## src/rtl/piso_tx_if.sv

```systemverilog
`default_nettype none
// ---------------------------------------------------------------------------
// piso_tx_if : parallel-load / serial-out handshake bundle for piso_tx
// Revision   : 1.0
// ---------------------------------------------------------------------------
interface piso_tx_if #(
  parameter int WIDTH = 8
);
  logic [WIDTH-1:0] data_in;
  logic             load_valid;
  logic             msb_first;
  logic             load_ready;
  logic             serial_out;
  logic             frame;
  logic             done;

  modport master (
    output data_in,
    output load_valid,
    output msb_first,
    input  load_ready,
    input  serial_out,
    input  frame,
    input  done
  );

  modport slave (
    input  data_in,
    input  load_valid,
    input  msb_first,
    output load_ready,
    output serial_out,
    output frame,
    output done
  );
endinterface
`default_nettype wire

```

## src/rtl/piso_tx.sv

```systemverilog
`default_nettype none
// ---------------------------------------------------------------------------
// piso_tx  : parallel-in serial-out transmitter, selectable bit order,
//            back-to-back word streaming on the last-bit cycle
// Revision : 1.0
// ---------------------------------------------------------------------------
module piso_tx #(
  parameter int WIDTH = 8
) (
  input  wire logic clk,
  input  wire logic rst,
  piso_tx_if.slave  bus
);

  localparam int                CNT_W    = (WIDTH > 1) ? $clog2(WIDTH) : 1;
  localparam logic [CNT_W-1:0]  LAST_IDX = CNT_W'(WIDTH - 1);
  localparam logic [CNT_W-1:0]  PENULT   = CNT_W'(WIDTH - 2);

  typedef enum logic [0:0] {
    IDLE  = 1'b0,
    SHIFT = 1'b1
  } state_t;

  state_t           state_q, state_d;
  logic [WIDTH-1:0] shreg_q, shreg_d;
  logic [CNT_W-1:0] cnt_q,   cnt_d;
  logic             order_q, order_d;
  logic             serial_out_q, serial_out_d;
  logic             frame_q, frame_d;
  logic             done_q,  done_d;

  logic             load_ready;
  logic             accept;
  logic             last_bit;

  // rst gating keeps ready low during the asynchronous reset window
  assign last_bit   = (state_q == SHIFT) && (cnt_q == LAST_IDX);
  assign load_ready = !rst && ((state_q == IDLE) || last_bit);
  assign accept     = bus.load_valid && load_ready;

  always_comb begin
    state_d      = state_q;
    shreg_d      = shreg_q;
    cnt_d        = cnt_q;
    order_d      = order_q;
    serial_out_d = serial_out_q;
    frame_d      = frame_q;
    done_d       = done_q;

    if (accept) begin
      // First bit leaves immediately; the register keeps only the remainder
      state_d = SHIFT;
      order_d = bus.msb_first;
      cnt_d   = '0;
      frame_d = 1'b1;
      done_d  = 1'b0;
      if (bus.msb_first) begin
        serial_out_d = bus.data_in[WIDTH-1];
        shreg_d      = {bus.data_in[WIDTH-2:0], 1'b0};
      end else begin
        serial_out_d = bus.data_in[0];
        shreg_d      = {1'b0, bus.data_in[WIDTH-1:1]};
      end
    end else if (state_q == SHIFT) begin
      if (last_bit) begin
        state_d      = IDLE;
        shreg_d      = '0;
        cnt_d        = '0;
        serial_out_d = 1'b0;
        frame_d      = 1'b0;
        done_d       = 1'b0;
      end else begin
        cnt_d   = cnt_q + 1'b1;
        frame_d = 1'b1;
        done_d  = (cnt_q == PENULT);
        if (order_q) begin
          serial_out_d = shreg_q[WIDTH-1];
          shreg_d      = {shreg_q[WIDTH-2:0], 1'b0};
        end else begin
          serial_out_d = shreg_q[0];
          shreg_d      = {1'b0, shreg_q[WIDTH-1:1]};
        end
      end
    end
  end

  always_ff @(posedge clk or posedge rst) begin
    if (rst) begin
      state_q      <= IDLE;
      shreg_q      <= '0;
      cnt_q        <= '0;
      order_q      <= 1'b0;
      serial_out_q <= 1'b0;
      frame_q      <= 1'b0;
      done_q       <= 1'b0;
    end else begin
      state_q      <= state_d;
      shreg_q      <= shreg_d;
      cnt_q        <= cnt_d;
      order_q      <= order_d;
      serial_out_q <= serial_out_d;
      frame_q      <= frame_d;
      done_q       <= done_d;
    end
  end

  assign bus.load_ready = load_ready;
  assign bus.serial_out = serial_out_q;
  assign bus.frame      = frame_q;
  assign bus.done       = done_q;

endmodule
`default_nettype wire

```

## src/flat_wrapper.sv

```systemverilog
// flat-port wrapper written by rule: the top's interface ports become plain ports
module piso_tx_flat 
#(
  parameter int WIDTH = 8
)
  (clk, rst, bus_data_in, bus_load_valid, bus_msb_first, bus_load_ready, bus_serial_out, bus_frame, bus_done);
  piso_tx_if #(.WIDTH(WIDTH)) bus_i ();
  input  wire logic clk;
  input  wire logic rst;
  input wire logic [$bits(bus_i.data_in)-1:0] bus_data_in;
  input wire logic [$bits(bus_i.load_valid)-1:0] bus_load_valid;
  input wire logic [$bits(bus_i.msb_first)-1:0] bus_msb_first;
  output wire logic [$bits(bus_i.load_ready)-1:0] bus_load_ready;
  output wire logic [$bits(bus_i.serial_out)-1:0] bus_serial_out;
  output wire logic [$bits(bus_i.frame)-1:0] bus_frame;
  output wire logic [$bits(bus_i.done)-1:0] bus_done;
  assign bus_i.data_in = bus_data_in;
  assign bus_i.load_valid = bus_load_valid;
  assign bus_i.msb_first = bus_msb_first;
  assign bus_load_ready = bus_i.load_ready;
  assign bus_serial_out = bus_i.serial_out;
  assign bus_frame = bus_i.frame;
  assign bus_done = bus_i.done;
  piso_tx #(.WIDTH(WIDTH)) u_core (.clk(clk), .rst(rst), .bus(bus_i));
endmodule
```

## config.mk

```make
export PLATFORM = sky130hd
export DESIGN_NAME = piso_tx_flat
export DESIGN_NICKNAME = d
export VERILOG_FILES = /design/src/rtl/piso_tx_if.sv /design/src/rtl/piso_tx.sv /design/src/flat_wrapper.sv
export SDC_FILE = /design/constraint.sdc
export NUM_CORES = 1
export LEC_CHECK = 0
export ABC_AREA = 1
export CORE_MARGIN = 5
export CORE_UTILIZATION = 40
export DETAILED_ROUTE_END_ITERATION = 12
export GPL_TIMING_DRIVEN = 0
export PLACE_DENSITY_LB_ADDON = 0.05
export SYNTH_ARGS = -nofsm -noshare
export SYNTH_HDL_FRONTEND = slang
export SYNTH_SLANG_ARGS = --single-unit
export TNS_END_PERCENT = 100
```

## constraint.sdc

```tcl
create_clock -name clk -period 3.7 [get_ports clk]
set_input_delay 0.555 -clock clk [delete_from_list [all_inputs] [get_ports clk]]
set_output_delay 0.555 -clock clk [all_outputs]
set_load 0.05 [all_outputs]
```

After elaboration in Yosys (flattened, before gate mapping):

Index checks and enable logic that the tools add are counted.

* bits in registers: 16
* bits in latches: 0
* memory bits (writable): 0
* memory bits (read-only): 0
* input port bits: 12
* output and inout bits: 4
* word-level logic and storage cells: 38
* memories kept: 0

* add/subtract/negate cells: 1
* $mul: 0
* divide/modulo/power cells: 0
* order comparisons: 0
* equality and inequality tests: 2
* shifts and indexed selects: 0
* muxes and demuxes: 21
* bitwise gates (word level): 1
* reduce and logical (&&, ||, !) cells: 6

Operators with widths (count)
* 8-bit 2-to-1 mux: 5
* 1-bit 2-to-1 mux: 13
* 3-bit 2-to-1 mux: 3
* 3-bit equality test (second input constant): 2
* 3-bit by 1-bit adder with 3-bit output (second input constant): 1
* 1-bit logical AND: 3
* 2-bit nonzero test: 1
* 1-bit zero test: 1
* 1-bit logical OR: 1
* 1-bit inverter: 1

Depth between registers and ports, before layout:

Gate-level depths: netlist (run 1).

* word-level depth: 6
* depth in mapped cells: 9
* gate-level depth less buffers: 9

Worst setup path after synthesis (run 1):

Ideal clock, no wire load.

* kind: input -> output
* start point: in rst
* end point: out bus_load_ready
* arrival time: 1524 ps
* required time: 3145 ps
* setup slack: 1621 ps
* cell stages on the path: 3
* buffers on the path: 0
* path through: inv_1 -> nand2_1 -> inv_1

* longest elaborated chain between the ends: 2

Ends and longest elaborated chain
* start, declared: line flat_wrapper.sv:9 `input wire logic rst;`
* 1-bit zero test: line piso_tx.sv:38 `assign load_ready = !rst && ((state_q == IDLE) || last_bit);`
* 1-bit logical AND: line piso_tx.sv:38
* end, declared: line flat_wrapper.sv:13 `output wire logic [$bits(bus_i.load_ready)-1:0] bus_load_ready;`

No other way between the ends.

Worst setup path in the final report (run 1):

Same ends and word-level chain as after synthesis.

==> reports/metrics.yaml, run 1 <==
worst_setup_path:
  startpoint: "rst"
  crit_required_ps: 3140
  r2r_cells: 9
  crit_path_end: "bus_load_ready"
  critPathKind: "in2out"
  r2r-end: "u_core.shreg_q[5]"
  timing.rr.start: "u_core.cnt_q[0]"
  crit_arrival_ps: 2580
  start_kind: "primary input"
  cp_max_fo: 19
  endpoint_kind: "primary output"
  r2r_setup_slack_ps: 2120
global_route:
  grt_overflow_total: 0
  grt_pass1_wl_um: 3620
  track_usage: 0.135
  antenna_found_initial: 0
  grt_max_degree: 20
  first_global_vias: 852
cells_and_area:
  fillers: 253
  fin_util: 0.516
  register_area_sq_um: 400
  layout_commonest_cell: "nand2_1"
  final_area_sq_um: 1160
  multi_input_comb_area_sq_um: 467
  final_cell_mix: "nand2_1, dfrtp_1, inv_1, nand3_1, clkdlybuf4s50_1"
  nets: 166
  area_delta_synth_final_pct: 20.5
  finalNonFillerCells: 177
  num_antenna_cells: 0
  drive_above_1_share: 0.0872
sta:
  fin_crit_ps: 3140
  grt_setup_unrepaired: "no"
  fin_tns_setup_ps: 0
  fmax_mhz: 319
  tightest_slew_ps: 779
  slew-limit-headroom: 0.480
  finClkSkew_ps: 6.59
  slew_viol_final: 0
  setup_ws_ps: 561
  finalSetupViolations: 0
  post-route-period-util: 0.848
  finalHoldViolations: 0
  timing.hold.ws_ps: 479
cts:
  cts_root_buf: "clkbuf_4"
  postCtsResizedCells: 0
  cts_tree: "built"
  cts_buffers: 3
  cts-hold-fix-buffers: 0
  cts.sink_count: 16
  h-tree-depth: 1
  worst_skew_pair.late_latency_ps: 290
  cts_buffer_depth: 2
  postCtsSetupRepairBufs: 0
  path_clk_slew_ps: 90
placement:
  postPlaceCellArea_sq_um: 1140
  hpwlAfterDp_um: 1610
  port_buffers: 14
  globalplace.congestion: 0.810
  dpl.cell_count: 174
  dp_slack_ps: 508
route:
  drtIter0Drc: 22
  drcViolationCount: 0
  routed_wl_um: 2040
  route.vias.total: 876
  wire_per_inst_um: 11.5
  vias_per_cell: 4.95
  ant_nets: 0
  drtPass1Iterations: 4
logic_synthesis:
  syn_avg_cell_area_sq_um: 7.31
  syn-cell-area_sq_um: 965
  ys_warn_count: 0
  synth-seq-area-share: 0.415
  syn_inst: 132
  synth_nets: 147
  ys_types: 20
  ys_ff_latch: 16
power_and_ir_drop:
  peakVddDrop_mv: 0.330
  p_leak_nw: 0.605
  fin_total_pwr_mw: 0.864
  power_density_nw_per_um2: 743
floorplanning:
  die_h_um: 59.1
  ios: 16
  dieArea_sq_um: 3490
  core.rowCount: 17
  initial_core_util: 0.428
  die_w_um: 59.1
  coreArea_sq_um: 2250
min_path:
  hold_depth: 2
  hp-class: "reg2reg"
run_status:
  outcome: "complete, no violations"
job:
  max_cap_viol_count: 0
==> flip-flops by register name, summed over array words and instances, names as in the netlist <==
register,cells
u_core.order_q,1
u_core.bus.serial_out,1
u_core.shreg_q,8
u_core.bus.frame,1
u_core.cnt_q,3
u_core.state_q,1
u_core.bus.done,1
==> synthesized netlist by cell type <==
cell type / number / area share
o21ai_0: 6 / 0.031
o21ai_1: 3 / 0.016
nand3_1: 15 / 0.078
dfrtp_1: 16 / 0.42
buf_8: 1 / 0.016
buf_2: 2 / 0.010
a21oi_4: 1 / 0.017
nor2_2: 1 / 0.0065
ha_1: 3 / 0.039
inv_2: 1 / 0.0039
buf_4: 1 / 0.0078
nand2_1: 59 / 0.23
nand3_4: 1 / 0.018
o211ai_1: 2 / 0.016
a22o_1: 1 / 0.0091
clkinv_2: 1 / 0.0052
nand4_1: 1 / 0.0065
nand2_4: 1 / 0.012
inv_1: 15 / 0.058
and2_1: 1 / 0.0065
==> cell type report <==
cell class / count / share of cell area
multi-input cells: 95 / 0.402
flip-flops and latches: 16 / 0.344
repair buffers: 14 / 0.121
inverters: 17 / 0.0560
well taps: 28 / 0.0301
plain buffers: 4 / 0.0280
clock buffers: 3 / 0.0194
==> worst min-delay path by stage <==
stage                      start                end
2_1_floorplan  u_core.shreg_q[3]  u_core.shreg_q[3]
3_3_place_gp     u_core.bus.done    u_core.bus.done
3_5_place_dp     u_core.bus.done    u_core.bus.done
4_1_cts          u_core.bus.done    u_core.bus.done
5_1_grt          u_core.bus.done    u_core.bus.done
6_report         u_core.bus.done    u_core.bus.done
==> worst max-delay path, stage by stage <==
cell	delay (ps)
clkdlybuf4s50_1	400
inv_1	570
nand2_1	180
inv_1	80
clkdlybuf4s50_1	790
==> power breakdown <==
part           total [mW]  switching, mW  internal, mW
Clock              0.0936         0.0557        0.0379
Combinational       0.457          0.282         0.175
Sequential          0.314         0.0557         0.258
Total               0.864          0.394         0.470
==> layer usage <==
metal | vias up | wire length [um] | share of wire | global-route usage
met5 | - | 0 | 0 | 0
met4 | 0 | 30 | 0.015 | 0.0485
met3 | 5 | 117 | 0.057 | 0.0349
met2 | 22 | 929 | 0.45 | 0.207
met1 | 396 | 965 | 0.47 | 0.183
li1 | 453 | - | - | -
==> cell families (layout without fill, tap and decap cells) <==
kind of cell    count (synthesis)  in the layout  share of synthesized area
fa+ha+maj                       3              3                     0.0389
flops                          16             16                      0.415
compound gates                 13             13                     0.0882
simple gates                   79             79                      0.357
buf+inv                        21             38                      0.101
No activity file was read; power rests on OpenSTA's default activity.
==> run 2: changes to the inputs <==
==> constraint.sdc (replaced) <==
create_clock -name clk -period 3.2 [get_ports clk]
set_input_delay 0.48 -clock clk [delete_from_list [all_inputs] [get_ports clk]]
set_output_delay 0.48 -clock clk [all_outputs]
set_load 0.05 [all_outputs]
==> reports/metrics.yaml, run 2 (synthesis results as in run 1) <==
placement:
  hpwlAfterDp_um: 1610
  port_buffers: 14
  globalplace.congestion: 0.810
  postPlaceCellArea_sq_um: 1140
floorplanning:
  dieArea_sq_um: 3490
  ios: 16
  die_h_um: 59.1
  coreArea_sq_um: 2250
  die_w_um: 59.1
  core.rowCount: 17
  initial_core_util: 0.428
sta:
  tightest_slew_ps: 489
  finClkSkew_ps: 2.20
  grt_setup_unrepaired: "no"
  post-route-period-util: 0.893
  fin_tns_setup_ps: 0
  finalHoldViolations: 0
  finalSetupViolations: 0
  fmax_mhz: 350
  slew_viol_final: 0
  timing.hold.ws_ps: 478
  slew-limit-headroom: 0.673
  fin_crit_ps: 2860
route:
  ant_nets: 0
  drtIter0Drc: 22
  wire_per_inst_um: 11.5
  route.vias.total: 871
  routed_wl_um: 2040
  drtPass1Iterations: 4
  drcViolationCount: 0
  vias_per_cell: 4.92
worst_setup_path:
  critPathKind: "in2out"
  crit_required_ps: 2720
  crit_arrival_ps: 2380
  cp_max_fo: 19
  endpoint_kind: "primary output"
  start_kind: "primary input"
cts:
  cts_buffers: 3
  cts_buffer_depth: 2
  worst_skew_pair.late_latency_ps: 290
  cts_root_buf: "clkbuf_4"
  postCtsSetupRepairBufs: 0
  cts_tree: "built"
  path_clk_slew_ps: 90
  cts.sink_count: 16
  h-tree-depth: 1
cells_and_area:
  largest_register_ffs: 8
  top_regs: "u_core.shreg_q (8), u_core.cnt_q (3)"
  layout_commonest_cell: "nand2_1"
  final_area_sq_um: 1170
  area_delta_synth_final_pct: 20.9
  regMostFlops: "u_core.shreg_q"
  num_antenna_cells: 0
  final_cell_mix: "nand2_1, dfrtp_1, nand3_1, inv_1, clkdlybuf4s50_1"
  nets: 166
  drive_above_1_share: 0.0940
run_status:
  outcome: "complete, no violations"
global_route:
  grt_max_degree: 20
  track_usage: 0.135
  grt_use_met2: 0.207
  grt.met1_usage: 0.183
  grt_pass1_wl_um: 3620
  gr-usage-met3: 0.0349
  antenna_found_initial: 0
  grt_overflow_total: 0
  top_usage_layer: "met2"
  first_global_vias: 852
power_and_ir_drop:
  pwr-share-clk: 0.107
  peakVddDrop_mv: 0.381
  power_density_nw_per_um2: 856
  p_switching_mw: 0.455
  p_leak_nw: 0.600
  pwr-share-seq: 0.363
  p_comb_frac: 0.530
  internal_power_mw: 0.544
  p_sw_frac: 0.455
min_path:
  hp-class: "reg2reg"
job:
  max_cap_viol_count: 0
run 2: cell count changes in the layout (fill, tap and decap cells not counted):
cell        change
inv_1           -1
clkinvlp_4      +1
run 2: final cells by class:
cell class	instances	area (sq um)
Buffer	4	32.5
Clock buffer	3	22.5
Fill cell	251	1090
Inverter	17	68.8
Multi-Input combinational cell	95	467
Sequential cell	16	400
Tap cell	28	35.0
Timing Repair Buffer	14	140
run 2: power by group through the flow:
stage                     Clock (mW)  Sequential, mW  Combinational (mW)
after floorplan                    0           0.402               0.358
after global placement             0           0.364               0.525
after detailed placement           0           0.368               0.534
after CTS                      0.107           0.363               0.535
after global routing           0.120           0.376               0.605
final                          0.106           0.363               0.529
run 2: stage by stage:
stage,total power [mW],utilization,std cells,setup WS (ps)
3_5_place_dp,0.902,0.506,174,158
3_3_place_gp,0.889,0.506,174,160
4_1_cts,1.01,0.516,177,149
2_1_floorplan,0.760,-,132,1270
5_1_grt,1.10,0.517,177,167
6_report,0.999,0.517,177,343
run 2: layer usage:
| metal | vias to the layer above | wire [um] | part of all wire |
|---|---|---|---|
| met1 | 393 | 958 | 0.47 |
| li1 | 452 | - | - |
| met4 | 0 | 30 | 0.015 |
| met3 | 5 | 117 | 0.057 |
| met2 | 21 | 938 | 0.46 |
| met5 | - | 0 | 0 |
run 2: what timing repair did:
action / CTS / global route
endpoints found under the setup margin: 0 / 1
resized for setup: 0 / 1
hold buffers: 0 / 0
run 2: final timing paths:
kind	slack [ps]	startpoint	end	cells past startpoint
min in group asynchronous	550	rst	u_core.shreg_q[7]	2
hold / removal	480	u_core.bus.done	u_core.bus.done	2
hold reg to reg	480	u_core.bus.done	u_core.bus.done	2
max in group asynchronous	2380	rst	u_core.cnt_q[2]	2
setup / recovery	340	rst	bus_load_ready	5
setup reg to reg	1630	u_core.cnt_q[0]	u_core.shreg_q[1]	9
run 2: critical path, cell delays in order:
cell,delay (ps)
clkdlybuf4s50_1,510
clkinvlp_4,390
nand2_1,250
inv_1,50
clkdlybuf4s50_1,690
==> run 3: changes to the inputs <==
--- a/config.mk
+++ b/config.mk
@@ -6,6 +6,7 @@
 export NUM_CORES = 1
 export LEC_CHECK = 0
 export ABC_AREA = 1
+export CORE_ASPECT_RATIO = 1.4
 export CORE_MARGIN = 5
 export CORE_UTILIZATION = 40
 export DETAILED_ROUTE_END_ITERATION = 12
==> reports/metrics.yaml, run 3 (synthesis results as in run 1) <==
route:
  ant_nets: 0
  routed_wl_um: 2090
  wire_per_inst_um: 12.1
  drtPass1Iterations: 4
  drcViolationCount: 0
  drtIter0Drc: 14
  route.vias.total: 845
  vias_per_cell: 4.91
cells_and_area:
  layout_commonest_cell: "nand2_1"
  fin_util: 0.489
  multi_input_comb_area_sq_um: 467
  final_area_sq_um: 1160
  finalNonFillerCells: 172
  register_area_sq_um: 400
  final_cell_mix: "nand2_1, dfrtp_1, inv_1, nand3_1, clkdlybuf4s50_1"
  area_delta_synth_final_pct: 19.8
  regMostFlops: "u_core.shreg_q"
  largest_register_ffs: 8
  fillers: 252
  num_antenna_cells: 0
  nets: 166
  top_regs: "u_core.shreg_q (8), u_core.cnt_q (3)"
  drive_above_1_share: 0.0872
floorplanning:
  die_w_um: 51.5
  ios: 16
  die_h_um: 68.1
  initial_core_util: 0.408
  dieArea_sq_um: 3510
  coreArea_sq_um: 2360
  core.rowCount: 21
placement:
  hpwlAfterDp_um: 1620
  globalplace.congestion: 0.799
  port_buffers: 14
  dp_slack_ps: 158
  postPlaceCellArea_sq_um: 1130
  dpl.cell_count: 169
power_and_ir_drop:
  internal_power_mw: 0.542
  p_switching_mw: 0.453
  p_sw_frac: 0.455
  power_density_nw_per_um2: 861
  p_leak_nw: 0.605
  pwr-share-seq: 0.366
  peakVddDrop_mv: 0.334
  pwr-share-clk: 0.106
  p_comb_frac: 0.528
  fin_total_pwr_mw: 0.995
worst_setup_path:
  cp_max_fo: 19
  endpoint_kind: "primary output"
  start_kind: "primary input"
  path_cells: "clkdlybuf4s50_1 -> inv_1 -> nand2_1 -> inv_1 -> clkdlybuf4s50_1"
  slowest_stage: "clkdlybuf4s50_1"
  critPathKind: "in2out"
  cpLargestDelayFamily: "buffers and inverters"
  crit_arrival_ps: 2510
  max_stage_delay_ps: 800
  crit_buf_inv: 4
  crit_required_ps: 2720
sta:
  fin_crit_ps: 2990
  setup_ws_ps: 206
  slew-limit-headroom: 0.480
  finalHoldViolations: 0
  post-route-period-util: 0.935
  slew_viol_final: 0
  tightest_slew_ps: 779
  fmax_mhz: 334
  grt_setup_unrepaired: "no"
  fin_tns_setup_ps: 0
  finClkSkew_ps: 1.73
  finalSetupViolations: 0
  timing.hold.ws_ps: 480
global_route:
  grt_overflow_total: 0
  first_global_vias: 896
  grt_pass1_wl_um: 3750
  track_usage: 0.145
  antenna_found_initial: 0
  grt_max_degree: 20
cts:
  h-tree-depth: 1
  cts_buffer_depth: 2
  cts-hold-fix-buffers: 0
  path_clk_slew_ps: 90
  cts_root_buf: "clkbuf_4"
  worst_skew_pair.late_latency_ps: 280
  cts_buffers: 3
  postCtsResizedCells: 0
  postCtsSetupRepairBufs: 0
  cts_tree: "built"
  cts.sink_count: 16
min_path:
  hp-class: "reg2reg"
run_status:
  outcome: "complete, no violations"
job:
  max_cap_viol_count: 0
-- run 3: cell types whose count changed in the layout (fill, tap and decap cells not counted) --
| cell | previous run | this run |
|---|---|---|
| inv_1 | 14 | 15 |
| clkinvlp_4 | 1 | 0 |
-- run 3: power by group through the flow --
| stage | sequential (mW) | clock (mW) | combinational (mW) |
|---|---|---|---|
| 2_1_floorplan | 0.402 | 0 | 0.358 |
| 5_1_grt | 0.377 | 0.119 | 0.610 |
| 3_3_place_gp | 0.366 | 0 | 0.535 |
| 6_report | 0.364 | 0.106 | 0.525 |
| 4_1_cts | 0.365 | 0.110 | 0.539 |
| 3_5_place_dp | 0.369 | 0 | 0.536 |
-- run 3: final timing paths --
check,start,end,slack [ps],cells past startpoint
worst max-delay path,rst,bus_load_ready,210,5
worst max register to register,u_core.cnt_q[0],u_core.shreg_q[4],1630,8
min in group asynchronous,rst,u_core.shreg_q[3],630,2
max in group asynchronous,rst,u_core.shreg_q[0],2080,2
worst min-delay path,u_core.bus.done,u_core.bus.done,480,2
worst min register to register,u_core.bus.done,u_core.bus.done,480,2
-- run 3: metal layers --
layer	up-vias	GRT usage	routed length (um)
met2	15	0.247	1010
li1	447	-	-
met3	5	0.0349	95
met4	0	0.0852	44
met1	378	0.162	934
met5	-	0	0
-- run 3: layout make-up --
type	count	area share
timing repair buffer	14	0.121
tap	23	0.0249
clock buffer	3	0.0195
inverter	17	0.0563
buffer	4	0.0281
sequential	16	0.346
multi-input combinational	95	0.404
-- run 3: worst reg2reg max path: cells and delay by family, from the launching register on --
kind,cells,cell delay (ps)
AO/OA/AOI/OAI,1,190
adder cells (fa/ha/maj),2,320
buffers and inverters,2,270
flip-flops,1,400
AND/OR/NAND/NOR,3,280
